File: src/rtl/gpio_out_bridge.sv
// gpio_out_bridge
//   Captures software output events from the processor's gpio2/q outputs into
//   a small first-word-fall-through FIFO and presents them to a sink over a
//   valid/ready handshake. An event is a toggle of gpio2[35]; each event stores
//   {tag = gpio2[27:24], data = gpio2[DW-1:0], q, timestamp}.
//
//   Optional feature macro: GPIO_OUT_BRIDGE_TIMESTAMP_EN
//     defined   : 16-bit free-running cycle counter is stored with each entry
//     undefined : no counter, out_ts tied to zero
//
// Ports
//   clk        in   clock, rising edge
//   rst        in   asynchronous active-low reset
//   gpio2      in   [36] processor output bus ([35] toggle, [27:24] tag, [DW-1:0] data)
//   q          in   [8]  processor output byte, sampled with each event
//   out_valid  out  head entry available
//   out_ready  in   sink accepts the head entry
//   out_data   out  [DW] head data
//   out_tag    out  [4]  head tag
//   out_q      out  [8]  head q snapshot
//   out_ts     out  [16] head timestamp (zero when timestamps are disabled)
//   level      out  [AW+1] occupancy 0..DEPTH
//   overflow   out  sticky, set when an event is dropped on a full FIFO
//   ovf_clr    in   synchronous clear of overflow (a same-cycle drop wins)
module gpio_out_bridge #(
  parameter int DW    = 24,
  parameter int DEPTH = 8,
  parameter int AW    = $clog2(DEPTH)
) (
  input  logic          clk,
  input  logic          rst,
  input  logic [35:0]   gpio2,
  input  logic [7:0]    q,
  output logic          out_valid,
  input  logic          out_ready,
  output logic [DW-1:0] out_data,
  output logic [3:0]    out_tag,
  output logic [7:0]    out_q,
  output logic [15:0]   out_ts,
  output logic [AW:0]   level,
  output logic          overflow,
  input  logic          ovf_clr
);

  localparam int LW = AW + 1;

  // Not every gpio2 bit is captured; fold them into one unused sink.
  logic unused_gpio2;
  assign unused_gpio2 = ^gpio2;

  logic          tog_q;
  logic [AW-1:0] wr_ptr_q, wr_ptr_d;
  logic [AW-1:0] rd_ptr_q, rd_ptr_d;
  logic [LW-1:0] level_q, level_d;
  logic          overflow_q, overflow_d;

  logic [DW-1:0] mem_data [DEPTH];
  logic [3:0]    mem_tag  [DEPTH];
  logic [7:0]    mem_qb   [DEPTH];

  logic evt, full, pop, push, drop;

  assign evt  = gpio2[35] ^ tog_q;
  assign full = (level_q == LW'(DEPTH));
  // out_valid gates the pop, so out_ready is ignored while empty.
  assign pop  = out_valid && out_ready;
  // A full FIFO still accepts when the head leaves in the same cycle.
  assign push = evt && (!full || pop);
  assign drop = evt && full && !pop;

  always_comb begin
    wr_ptr_d   = wr_ptr_q;
    rd_ptr_d   = rd_ptr_q;
    level_d    = level_q;
    overflow_d = overflow_q;
    if (push) wr_ptr_d = wr_ptr_q + AW'(1);
    if (pop)  rd_ptr_d = rd_ptr_q + AW'(1);
    case ({push, pop})
      2'b10:   level_d = level_q + LW'(1);
      2'b01:   level_d = level_q - LW'(1);
      default: level_d = level_q;
    endcase
    // Set has priority over clear.
    if (drop)         overflow_d = 1'b1;
    else if (ovf_clr) overflow_d = 1'b0;
  end

  always_ff @(posedge clk or negedge rst) begin
    if (!rst) begin
      tog_q      <= 1'b0;
      wr_ptr_q   <= '0;
      rd_ptr_q   <= '0;
      level_q    <= '0;
      overflow_q <= 1'b0;
    end else begin
      tog_q      <= gpio2[35];
      wr_ptr_q   <= wr_ptr_d;
      rd_ptr_q   <= rd_ptr_d;
      level_q    <= level_d;
      overflow_q <= overflow_d;
    end
  end

  // Storage carries no reset; pointers and level define what is valid.
  always_ff @(posedge clk) begin
    if (push) begin
      mem_data[wr_ptr_q] <= gpio2[DW-1:0];
      mem_tag[wr_ptr_q]  <= gpio2[27:24];
      mem_qb[wr_ptr_q]   <= q;
    end
  end

`ifdef GPIO_OUT_BRIDGE_TIMESTAMP_EN
  logic [15:0] ts_q;
  logic [15:0] mem_ts [DEPTH];

  always_ff @(posedge clk or negedge rst) begin
    if (!rst) ts_q <= '0;
    else      ts_q <= ts_q + 16'd1;
  end

  // Entry records the counter value seen in the cycle the event arrives.
  always_ff @(posedge clk) begin
    if (push) mem_ts[wr_ptr_q] <= ts_q;
  end

  assign out_ts = mem_ts[rd_ptr_q];
`else
  assign out_ts = 16'h0000;
`endif

  assign out_valid = (level_q != '0);
  assign out_data  = mem_data[rd_ptr_q];
  assign out_tag   = mem_tag[rd_ptr_q];
  assign out_q     = mem_qb[rd_ptr_q];
  assign level     = level_q;
  assign overflow  = overflow_q;

endmodule

File: config.mk
export PLATFORM = sky130hd
export DESIGN_NAME = gpio_out_bridge
export DESIGN_NICKNAME = d
export VERILOG_FILES = /design/src/rtl/gpio_out_bridge.sv
export SDC_FILE = /design/constraint.sdc
export NUM_CORES = 1
export LEC_CHECK = 0
export CAP_MARGIN = 10
export CORE_MARGIN = 2
export CORE_UTILIZATION = 30
export CTS_CLUSTER_SIZE = 25
export DETAILED_ROUTE_END_ITERATION = 16
export PLACE_DENSITY_LB_ADDON = 0.2
export SLEW_MARGIN = 20
export SYNTH_ARGS = -nofsm -noshare
export SYNTH_HDL_FRONTEND = slang
export SYNTH_SLANG_ARGS = --single-unit
export TNS_END_PERCENT = 100
File: constraint.sdc
create_clock -name clk -period 7.8 [get_ports clk]
set_input_delay 1.95 -clock clk [delete_from_list [all_inputs] [get_ports clk]]
set_output_delay 1.95 -clock clk [all_outputs]
set_load 0.03 [all_outputs]
Yosys cells after proc, flatten, opt, wreduce, memory -nomap -nowiden:

Memory sizes are Yosys's and may differ from the RTL's.
Index checks and enable logic that the tools add are counted.

* input port bits: 48
* RAM bits: 288
* output and inout port bits: 58
* register bits after elaboration: 12
* memories: 3
* word-level logic and storage cells: 31

* bitwise logic cells: 1
* equal/unequal tests: 3
* reductions and logical operators: 10
* mux-type cells: 5
* add/subtract/negate cells: 4

Memories
* mem_data: words 8, bits a word 24, read ports 1, clocked after memory_dff 0, write ports 1, line 57 `logic [DW-1:0] mem_data [DEPTH];`
* mem_qb: words 8, bits a word 8, read ports 1, clocked after memory_dff 0, write ports 1, line 59 `logic [7:0] mem_qb [DEPTH];`
* mem_tag: words 8, bits a word 4, read ports 1, clocked after memory_dff 0, write ports 1, line 58 `logic [3:0] mem_tag [DEPTH];`

Operators with widths (number)
* one-hot mux 4 bit (2 select lines): 1
* adder 3 x 1 -> 3 bit, second input constant: 2
* adder 4 x 1 -> 4 bit, second input constant: 1
* equality test 4 bit, second input constant: 1
* logical AND 1 bit: 4
* 2-to-1 mux 1 bit: 4
* nonzero test 2 bit: 2
* nonzero test 4 bit: 1
* subtractor 4 x 1 -> 4 bit, second input constant: 1
* equality test 2 x 1 -> 1 bit, second input constant: 1
* equality test 2 bit, second input constant: 1
* logical NOT 1 bit: 2
* logical OR 1 bit: 1
* XOR 1 bit: 1

Depth between registers and ports, before layout:

Gate-level depths: netlist (run 1).

* depth after elaboration: 6
* mapped depth: 11
* mapped depth without buffers: 11

Worst setup path before layout (run 1):

No wires, ideal clock.

* path type: input -> register
* start point: input port gpio2[35]
* end point: memory mem_data[1][0], enable pin
* slack: 2231 ps
* data arrival time: 5095 ps
* stages: 4
* buffers on the path: 0
* setup time: 474 ps
* required time: 7326 ps
* cell sequence: xnor2_1 a31oi_1 nand2_1 nor3_1

* cells in the longest elaborated chain, start to end: 4

Ends and longest elaborated chain
* start, declared: line 32 `input logic [35:0] gpio2,`
* XOR 1 bit: line 63 `assign evt = gpio2[35] ^ tog_q;`
* logical AND 1 bit: line 68 `assign push = evt && (!full || pop);`
* 2-to-1 mux 1 bit: line 106 `if (push) begin`
* 2-to-1 mux 1 bit (not written as such): line 107 `mem_data[wr_ptr_q] <= gpio2[DW-1:0];`
* end, declared: line 57

No other way between the ends.

Final worst setup path (run 1):

* start point: register rd_ptr_q[0]
* end point: output port out_tag[1]

* cells in the longest elaborated chain, start to end: 1

Ends and longest elaborated chain
* start, declared: line 53 `logic [AW-1:0] rd_ptr_q, rd_ptr_d;`
* start signal, assigned: line 98 `rd_ptr_q <= rd_ptr_d;`
* memory read (8 x 4 bit)
* end, declared: line 37 `output logic [3:0] out_tag,`

No other way between the ends.

==> results of run 1 <==
[report_power, final]
part           leakage (nW)  switching, W  total (W)  internal [W]
registers              2.75      0.000235    0.00228       0.00204
clock network         0.576      0.000617    0.00163       0.00101
logic                  1.41      0.000918    0.00178      0.000864
total                  4.74       0.00177    0.00569       0.00392
[registers in the layout, summed over array words and instances (netlist names)]
signal,flops
tog_q,1
mem_data,192
mem_tag,32
wr_ptr_q,3
rd_ptr_q,3
mem_qb,64
overflow,1
level,4
[cells by family after synthesis]
group | after synthesis | synth area share [%]
compound gates | 4 | 0.223
xor+xnor | 10 | 0.742
fa+ha+maj | 5 | 0.530
buf+inv | 40 | 2.31
flops | 300 | 75.8
mux | 111 | 19.3
other cells | 1 | 0.0318
simple gates | 26 | 1.10
[cell type report]
cell class	instances	area share (%)
Inverter	4	0.104
Tap cell	518	4.51
Sequential cell	300	62.3
Clock buffer	39	6.42
Timing Repair Buffer	92	6.23
Clock inverter	21	1.65
Multi-Input combinational cell	172	18.8
[through the flow]
| step | utilization [%] | setup WS, ns | cell area, um2 | cells | total power [W] |
|---|---|---|---|---|---|
| 4_1_cts | 37.1 | 2.05 | 14400 | 1146 | 0.00582 |
| 2_1_floorplan | - | 2.23 | 11900 | 512 | 0.00345 |
| 5_1_grt | 37.1 | 1.97 | 14400 | 1146 | 0.00597 |
| 6_report | 37.1 | 2.17 | 14400 | 1146 | 0.00569 |
| 3_5_place_dp | 34.1 | 2.61 | 13200 | 1086 | 0.00415 |
| 3_3_place_gp | 34.1 | 2.62 | 13200 | 1086 | 0.00412 |
[per-layer routing]
layer | track usage (%) | share of wire [%] | up-vias
li1 | - | - | 2326
met1 | 15.1 | 43 | 2792
met2 | 21.3 | 51 | 100
met3 | 2.63 | 3.6 | 38
met4 | 3.73 | 2.0 | 2
met5 | 0 | 0.052 | -
[layout by cell type, fill, tap and decap left out]
cell type | synthesis | routed
edfxtp_1 | 288 | 288
clkdlybuf4s50_1 | 0 | 82
mux4_1 | 57 | 57
mux2_2 | 39 | 39
clkbuf_16 | 0 | 36
conb_1 | 1 | 16
mux4_2 | 15 | 15
buf_4 | 16 | 10
dfrtp_1 | 12 | 9
clkinv_2 | 0 | 8
xnor2_1 | 6 | 6
nor2_4 | 0 | 6
clkinv_1 | 0 | 6
nand2b_1 | 5 | 5
ha_1 | 5 | 5
bufinv_16 | 0 | 5
nand2_1 | 4 | 4
inv_1 | 4 | 4
xor2_1 | 4 | 4
nand3_1 | 3 | 3
nor3_1 | 4 | 2
nor3_2 | 0 | 2
clkbuf_1 | 3 | 2
dfrtp_4 | 0 | 2
a31oi_1 | 1 | 1
a21oi_1 | 1 | 1
nor2_1 | 7 | 1
nand3b_1 | 1 | 1
a2111oi_0 | 1 | 1
nor4_1 | 1 | 1
nor4b_1 | 1 | 1
o22ai_1 | 1 | 1
clkinv_8 | 0 | 1
inv_6 | 0 | 1
clkbuf_8 | 0 | 1
dfrtp_2 | 0 | 1
[path summary, 6_finish.rpt]
kind / from / endpoint / slack (ns) / cells past startpoint
max in group asynchronous: rst / rd_ptr_q[1] / 5.57 / 1
max: rd_ptr_q[0] / out_tag[1] / 2.17 / 4
min: wr_ptr_q[0] / wr_ptr_q[0] / 0.53 / 1
min in group asynchronous: rst / level[1] / 1.81 / 1
min reg2reg: wr_ptr_q[0] / wr_ptr_q[0] / 0.53 / 1
max reg2reg: level[0] / mem_data[6][19] / 4.83 / 5
[critical path, stage by stage (launching register included)]
cell             delay [ns]
dfrtp_4                0.93
buf_4                  0.64
mux4_1                 0.64
mux2_2                 0.30
clkdlybuf4s50_1        0.60
[Yosys cell counts (3+ instances only)]
cell type,instances,share of area [%]
edfxtp_1,288,73
mux4_1,57,13
mux2_2,39,3.7
buf_4,16,1.0
mux4_2,15,2.9
dfrtp_1,12,2.5
buf_6,8,0.76
buf_1,7,0.22
nor2_1,7,0.22
xnor2_1,6,0.45
ha_1,5,0.53
nand2b_1,5,0.26
inv_1,4,0.13
nand2_1,4,0.13
nor3_1,4,0.17
xor2_1,4,0.30
clkbuf_1,3,0.095
nand3_1,3,0.13
==> summary.md, run 1 <==
| Metric | Value |
|---|---|
| DR WL/cell | 21.6 um |
| Layout cells sized above 1 | 20.2% |
| Die ar. | 0.0410 mm2 |
| 1st-pass router iterations | 4 |
| Crit path max fanout | 42 |
| Max Clk Rate | 178 MHz |
| Syn. warnings | 0 |
| RSZ-0062 raised after global routing | false |
| Die Ht | 202 um |
| Layout Nets | 658 |
| Clock skew | 0.0169 ns |
| Synth async-reset ratio | 4.00% |
| WP data required | 5.85 ns |
| First-pass GRT wire length | 36,200 um |
| Hold crit path type | flip-flop to flip-flop |
| Port bufs | 82 |
| Tmin final | 5.63 ns |
| Slew margin rel. | 28.7% |
| DRC Markers | 0 |
| Post-synth EDFFs | 288 |
| Area of the multi-input gates | 0.00270 mm2 |
| Hold Slack | 0.526 ns |
| Die Wd | 202 um |
| Vias in the first global route | 5,722 |
| PD cells | 396 mW/mm2 |
| Global Route Usage Sum | 12.2% |
| Number of antenna violations at the first check in global routing | 1 |
| Worst skew pair latency | 0.52 ns |
| Tightest Pin Transition | 1.07 ns |
| Core area | 0.0387 mm2 |
| Final hold violations | 0 |
| DRT iter0 DRCs | 271 |
| Crit path DAT | 3.68 ns |
| Num Clock Sinks | 300 |
| CTS buffer count | 35 |
| Slew Viols, Final | 0 |
| Crit path launch type | flip-flop |
| Max_cap viols | 0 |
| P_leak | 4.74 nW |
| WS Path Type | flip-flop to primary output |
| Fillers | 3,564 |
| Row count | 72 |
| Fin crit share | 72.1% |
| Final wirelength | 24,800 um |
| Mapped Avg Cell Area | 23.8 um2 |
| GRT overflow | 0 |
| Post-CTS setup buffer count | 0 |
| Fin Setup TNS | 0 ns |
| Top_reg_cell synth | edfxtp_1 |
| Max Root-Sink Buffers | 3 |
| Area delta synth->final | 21.7% |
| Mapped Cells | 497 |
| Seq cells post-synth | 300 |
| CTS tree | done |
| CTS Root Cell | clkbuf_16 |
| Sequential share of the synthesized area | 75.8% |
| Clock slew at reported path FFs | 0.06 ns |
| H-tree depth | 2 |
| Via/cell ratio | 4.59 |
| Final setup viols | 0 |
| Status | finished clean |
| Post-CTS Hold Fix Bufs | 0 |
| Initial core utilization | 30.5% |
| Post-synthesis cell type count | 28 |
| Post-route antenna net violation count | 0 |
| Top Ports | 106 |
| Register area | 0.00896 mm2 |
| Gpl congestion | 0.631 |
| Via count | 5,258 |
| Crit. End Element | primary output |
| Number of gates resized after CTS | 0 |
| Worst vdd ir | 0.184 mV |
| Final HPWL from detailed placement | 12,600 um |
| Largest net degree at the start of global routing | 75 |
| Syn Std Cell Area | 0.0118 mm2 |
| Number of inserted diodes | 0 |
(Power assumes the default switching activity.)
==> run 2, diff against run 1 <==
==> constraint.sdc (replaced) <==
create_clock -name clk -period 5.7 [get_ports clk]
set_input_delay 1.425 -clock clk [delete_from_list [all_inputs] [get_ports clk]]
set_output_delay 1.425 -clock clk [all_outputs]
set_load 0.03 [all_outputs]
==> run 2 against run 1 <==
Net effect:
- die area did not move
- combinational power is 43% higher
- clock skew is 0.0025 ns lower
- via count grew 0.13%
- non-clock buffer count is 7 higher
- sequential share of layout area fell by 0.52 points
- largest power group unchanged
- highest routed layer is now met4
==> summary.md, run 2 (synthesis gave the netlist of run 1 again) <==
| Metric | Value |
|---|---|
| Status | finished clean |
| Final setup viols | 0 (unchanged) |
| Vias in the first global route | 5,623 (-1.7%) |
| Fillers | 3,522 (-1.2%) |
| Num Clock Sinks | 300 (unchanged) |
| Area delta synth->final | 22.8% |
| Die Wd | 202 um (unchanged) |
| Slew Viols, Final | 0 (unchanged) |
| Port bufs | 82 (unchanged) |
| Layout Nets | 665 (+1.1%) |
| H-tree depth | 2 (unchanged) |
| CTS Root Cell | clkbuf_16 |
| Number of inserted diodes | 0 (unchanged) |
| Via/cell ratio | 4.56 (-0.56%) |
| Max Root-Sink Buffers | 3 (unchanged) |
| DR WL/cell | 21.1 um (-2.4%) |
| Row count | 72 (unchanged) |
| Tmin final | 4.75 ns |
| Layout cells sized above 1 | 20.8% (+0.53 points) |
| Power Total | 0.00781 W (+37%) |
| Crit path max fanout | 38 (-9.5%) |
| Post-route antenna net violation count | 0 (unchanged) |
| Timing endpoint of the critical path | out_data[18] |
| Largest Register | mem_data |
| Die Ht | 202 um (unchanged) |
| P_leak | 4.78 nW (+0.97%) |
| 1st-pass router iterations | 4 (unchanged) |
| Placed inst area | 0.0133 mm2 (+0.91%) |
| Post-CTS Hold Fix Bufs | 0 (unchanged) |
| Via count | 5,265 (+0.13%) |
| Global Route Usage Sum | 11.9% (-0.29 points) |
| Crit path DAT | 3.32 ns (-0.36 ns) |
| Max reg flops | 192 (unchanged) |
| Slew margin rel. | 38.1% (+9.4 points) |
| Most frequent cells in the layout | edfxtp_1 (288), clkdlybuf4s50_1 (82), mux4_1 (57) |
| Number of antenna violations at the first check in global routing | 0 (-1) |
| Hold crit path type | flip-flop to flip-flop |
| Core area | 0.0387 mm2 (unchanged) |
| WS Path Type | flip-flop to primary output |
| WP data required | 4.28 ns (-1.57 ns) |
| DRC Markers | 0 (unchanged) |
| Gpl congestion | 0.649 (+2.9%) |
| Tightest Pin Transition | 0.926 ns (-0.144 ns) |
| Reg2Reg Capture Point | level[3] |
| Crit. End Element | primary output |
| Critical path startpoint | rd_ptr_q[0] |
| Largest net degree at the start of global routing | 75 (unchanged) |
| R2R depth | 9 (+4) |
| DRT iter0 DRCs | 233 (-14%) |
| RR Startpoint | level[1] |
| Post-route cell area | 0.0145 mm2 (+0.84%) |
| Final HPWL from detailed placement | 13,100 um (+3.7%) |
| Clock skew | 0.0144 ns (-0.00253 ns) |
| Worst vdd ir | 0.303 mV (+65%) |
| Final hold violations | 0 (unchanged) |
| Fin crit share | 83.3% |
| Initial core utilization | 30.5% (unchanged) |
| Top Ports | 106 (unchanged) |
| Clock slew at reported path FFs | 0.06 ns (about the same) |
| Max_cap viols | 0 (unchanged) |
| Regs by FF count | mem_data (192), mem_qb (64), mem_tag (32) |
| Crit path launch type | flip-flop |
| Number of gates resized after CTS | 0 (unchanged) |
| Final wirelength | 24,300 um (-1.8%) |
| Register area | 0.00896 mm2 (unchanged) |
| Worst skew pair latency | 0.51 ns (about the same) |
| Die ar. | 0.0410 mm2 (unchanged) |
| Area of the multi-input gates | 0.00270 mm2 (unchanged) |
| GRT overflow | 0 (unchanged) |
| Max Clk Rate | 211 MHz |
| PD cells | 539 mW/mm2 (+36%) |
| Fin Setup TNS | 0 ns (unchanged) |
| CTS buffer count | 35 (unchanged) |
| First-pass GRT wire length | 35,800 um (-1.4%) |
| Commonest non-fill, non-tap cell in the layout | edfxtp_1 |
| CTS tree | done |
| Flop2flop setup slack | 3.10 ns (-1.73 ns) |
| Post-CTS setup buffer count | 0 (unchanged) |
| RSZ-0062 raised after global routing | false |
-- run 2: changes by cell type in the layout (fill, tap and decap cells not counted), sizes merged --
cell	previous run	this run
buf	10	17
bufinv	5	4
clkbuf	39	43
clkinv	15	12
inv	5	6
-- run 2: layout make-up --
class | instances | area share [%]
sequential | 300 | 61.8
timing repair buffer | 99 | 7.15
clock inverter | 18 | 1.40
multi-input combinational | 172 | 18.6
clock buffer | 43 | 6.47
inverter | 4 | 0.104
tap | 518 | 4.47
-- run 2: worst min path at each step --
stage / start / to / depth (start not counted)
after floorplan: wr_ptr_q[0] / wr_ptr_q[0] / 1
after global routing: wr_ptr_q[0] / wr_ptr_q[0] / 1
after global placement: wr_ptr_q[0] / wr_ptr_q[0] / 1
after detailed placement: wr_ptr_q[0] / wr_ptr_q[0] / 1
after CTS: wr_ptr_q[0] / wr_ptr_q[0] / 1
final: wr_ptr_q[0] / wr_ptr_q[0] / 1
-- run 2: per-layer routing --
metal | share of wire, % | routed length (um) | track usage, % | vias to the layer above
met5 | 0 | 0 | 0 | -
met4 | 2.5 | 615 | 4.14 | 0
met3 | 4.2 | 1030 | 2.37 | 50
met2 | 51 | 12500 | 20.9 | 117
met1 | 42 | 10200 | 14.6 | 2764
li1 | - | - | - | 2334
-- run 2: metrics by stage --
| step | hold slack, ns | setup WS (ns) | std cells | utilization (%) |
|---|---|---|---|---|
| global placement | 0.501 | 1.43 | 1092 | 34.4 |
| floorplan | 0.480 | 0.656 | 512 | - |
| CTS | 0.521 | 0.862 | 1153 | 37.4 |
| global route | 0.549 | 0.801 | 1154 | 37.4 |
| finish | 0.516 | 0.952 | 1154 | 37.4 |
| detailed placement | 0.509 | 1.41 | 1092 | 34.4 |
-- run 2: worst max-delay path, stage by stage, from the launching register on --
cell	delay [ns]
dfrtp_4	0.90
buf_12	0.36
mux4_1	0.61
mux2_2	0.30
clkdlybuf4s50_1	0.60
-- run 2: power breakdown --
group | internal [W] | switching [W]
combinational | 0.00123 | 0.00132
clock | 0.00135 | 0.000846
sequential | 0.00279 | 0.000276
==> run 3, diff against run 2 <==
==> constraint.sdc (replaced) <==
create_clock -name clk -period 3.9 [get_ports clk]
set_input_delay 0.975 -clock clk [delete_from_list [all_inputs] [get_ports clk]]
set_output_delay 0.975 -clock clk [all_outputs]
set_load 0.03 [all_outputs]
==> run 3 against run 2 <==
Net effect:
- final area up 1.4%
- count of clock-buffer cells in the layout up 2
- clock skew shrank 0.00070 ns
- clock power grew 37%
- setup slack got worse by 0.77 ns
- non-clock buffer count up 20
- global-route usage up 0.54 points
- first-iteration DRC count increased by 6.4%
- register-to-register slack got worse by 1.7 ns
- largest power group unchanged
- critical path type unchanged
- largest cell class unchanged
==> summary.md, run 3 (synthesis gave the netlist of run 1 again) <==
| Metric | Value |
|---|---|
| Worst path most repeated cell | buf_12 |
| Most frequent cells in the layout | edfxtp_1 (288), clkdlybuf4s50_1 (81), mux4_1 (57) |
| WP data required | 2.92 ns (-1.36 ns) |
| Final setup viols | 0 (unchanged) |
| Max reg flops | 192 (unchanged) |
| Die Ht | 202 um (unchanged) |
| Final std cells w/o fill | 1,174 (+1.7%) |
| First-pass GRT wire length | 37,500 um (+5.0%) |
| Largest Register | mem_data |
| DR WL/cell | 21.4 um (+1.3%) |
| Commonest non-fill, non-tap cell in the layout | edfxtp_1 |
| Max Clk Rate | 269 MHz |
| Max Root-Sink Buffers | 3 (unchanged) |
| P_leak | 4.88 nW (+2.0%) |
| Via count | 5,354 (+1.7%) |
| Worst skew pair latency | 0.50 ns (about the same) |
| DRC Markers | 0 (unchanged) |
| Core Util, Final | 37.9% (+0.51 points) |
| Number of inserted diodes | 0 (unchanged) |
| Top Ports | 106 (unchanged) |
| Crit path largest cell delay | 0.61 ns (-0.29 ns) |
| Post-CTS Hold Fix Bufs | 0 (unchanged) |
| Crit path DAT | 2.74 ns (-0.58 ns) |
| Fin crit share | 95.3% |
| Crit-path cells | buf_12 -> buf_12 -> mux4_1 -> mux2_2 -> clkdlybuf4s50_1 |
| Slew margin rel. | 60.6% (+23 points) |
| CTS tree | done |
| CTS Root Cell | clkbuf_16 |
| Status | finished clean |
| Gpl congestion | 0.670 (+3.2%) |
| Num Clock Sinks | 300 (unchanged) |
| Global Route Usage Sum | 12.4% (+0.54 points) |
| Die ar. | 0.0410 mm2 (unchanged) |
| Flop2flop setup slack | 1.40 ns (-1.70 ns) |
| DRT iter0 DRCs | 248 (+6.4%) |
| Final hold violations | 0 (unchanged) |
| Row count | 72 (unchanged) |
| Max_cap viols | 0 (unchanged) |
| Fillers | 3,525 (+0.085%) |
| Final wirelength | 25,100 um (+3.0%) |
| CP max stage cell | clkdlybuf4s50_1 |
| Tmin final | 3.72 ns |
| Largest net degree at the start of global routing | 26 (-65%) |
| Post-route antenna net violation count | 0 (unchanged) |
| GRT overflow | 0 (unchanged) |
| Vias in the first global route | 5,911 (+5.1%) |
| Worst vdd ir | 0.361 mV (+19%) |
| Slew Viols, Final | 0 (unchanged) |
| Area delta synth->final | 24.4% |
| RSZ-0062 raised after global routing | false |
| WS Path Type | flip-flop to primary output |
| H-tree depth | 2 (unchanged) |
| Crit path launch type | flip-flop |
| Clock skew | 0.0137 ns (-0.000699 ns) |
| 1st-pass router iterations | 4 (unchanged) |
| Layout Nets | 684 (+2.9%) |
| PD cells | 784 mW/mm2 (+46%) |
| Die Wd | 202 um (unchanged) |
| Initial core utilization | 30.5% (unchanged) |
| Via/cell ratio | 4.56 (about the same) |
| Number of antenna violations at the first check in global routing | 1 (+1) |
| Crit. End Element | primary output |
| Tightest Pin Transition | 0.589 ns (-0.337 ns) |
| Core area | 0.0387 mm2 (unchanged) |
| Port bufs | 82 (unchanged) |
| Crit path max fanout | 12 (-68%) |
| Placed cell count | 1,108 (+1.5%) |
| Final HPWL from detailed placement | 14,500 um (+11%) |
| Clock slew at reported path FFs | 0.06 ns (about the same) |
| CTS buffer count | 34 (-2.9%) |
| Regs by FF count | mem_data (192), mem_qb (64), mem_tag (32) |
| Layout cells sized above 1 | 22.3% (+1.5 points) |
| Fin Setup TNS | 0 ns (unchanged) |
| Hold crit path type | flip-flop to flip-flop |
==> run 3: worst paths after layout <==
| path | startpoint | to | cells past startpoint |
|---|---|---|---|
| max | rd_ptr_q[0] | out_tag[3] | 5 |
| min | wr_ptr_q[0] | wr_ptr_q[0] | 1 |
| max reg2reg | level[1] | level[2] | 11 |
| min reg2reg | wr_ptr_q[0] | wr_ptr_q[0] | 1 |
| max in group asynchronous | rst | rd_ptr_q[0] | 1 |
| min in group asynchronous | rst | wr_ptr_q[0] | 1 |
==> run 3: layout make-up <==
| class | instances | area [um2] | area share [%] |
|---|---|---|---|
| inverter | 4 | 15.0 | 0.102 |
| multi-input combinational | 172 | 2710 | 18.4 |
| clock inverter | 16 | 156 | 1.06 |
| tap | 518 | 648 | 4.41 |
| sequential | 300 | 8960 | 61.0 |
| clock buffer | 45 | 913 | 6.22 |
| timing repair buffer | 119 | 1290 | 8.80 |
==> run 3: routing by layer <==
layer  up-vias  track usage, %  wire (um)
met5         -               0         12
met4         2            3.52        517
met3        38            2.45       1220
met2       121            21.4      12600
met1      2823            15.9      10700
li1       2370               -          -
==> run 3: timing repair <==
action | in CTS | in global routing
gates cloned | 0 | 0
endpoints found under the setup margin | 29 | 6
buffers inserted | 2 | 3
resized for setup | 1 | 0
==> run 3: through the flow <==
stage          setup slack (ns)  cell area [um2]  total power, W  hold slack, ns
2_1_floorplan             0.266            11900         0.00690           0.480
3_3_place_gp              0.398            13500         0.00847           0.502
3_5_place_dp              0.385            13500         0.00854           0.506
4_1_cts                 0.00107            14600          0.0117           0.518
5_1_grt                  0.0886            14700          0.0121           0.532
6_report                  0.185            14700          0.0115           0.514
==> run 3: where the power goes <==
part           leakage (nW)  switching [W]  internal, W
clock                 0.517        0.00118      0.00185
sequential             2.75       0.000224      0.00408
combinational          1.61        0.00219      0.00200
total                  4.88        0.00359      0.00792
==> run 3: worst max-delay path, delay by kind of cell (launching register included) <==
| family | cells | cell delay [ns] |
|---|---|---|
| DFF | 1 | 0.44 |
| muxes | 2 | 0.87 |
| buffers and inverters | 3 | 0.92 |
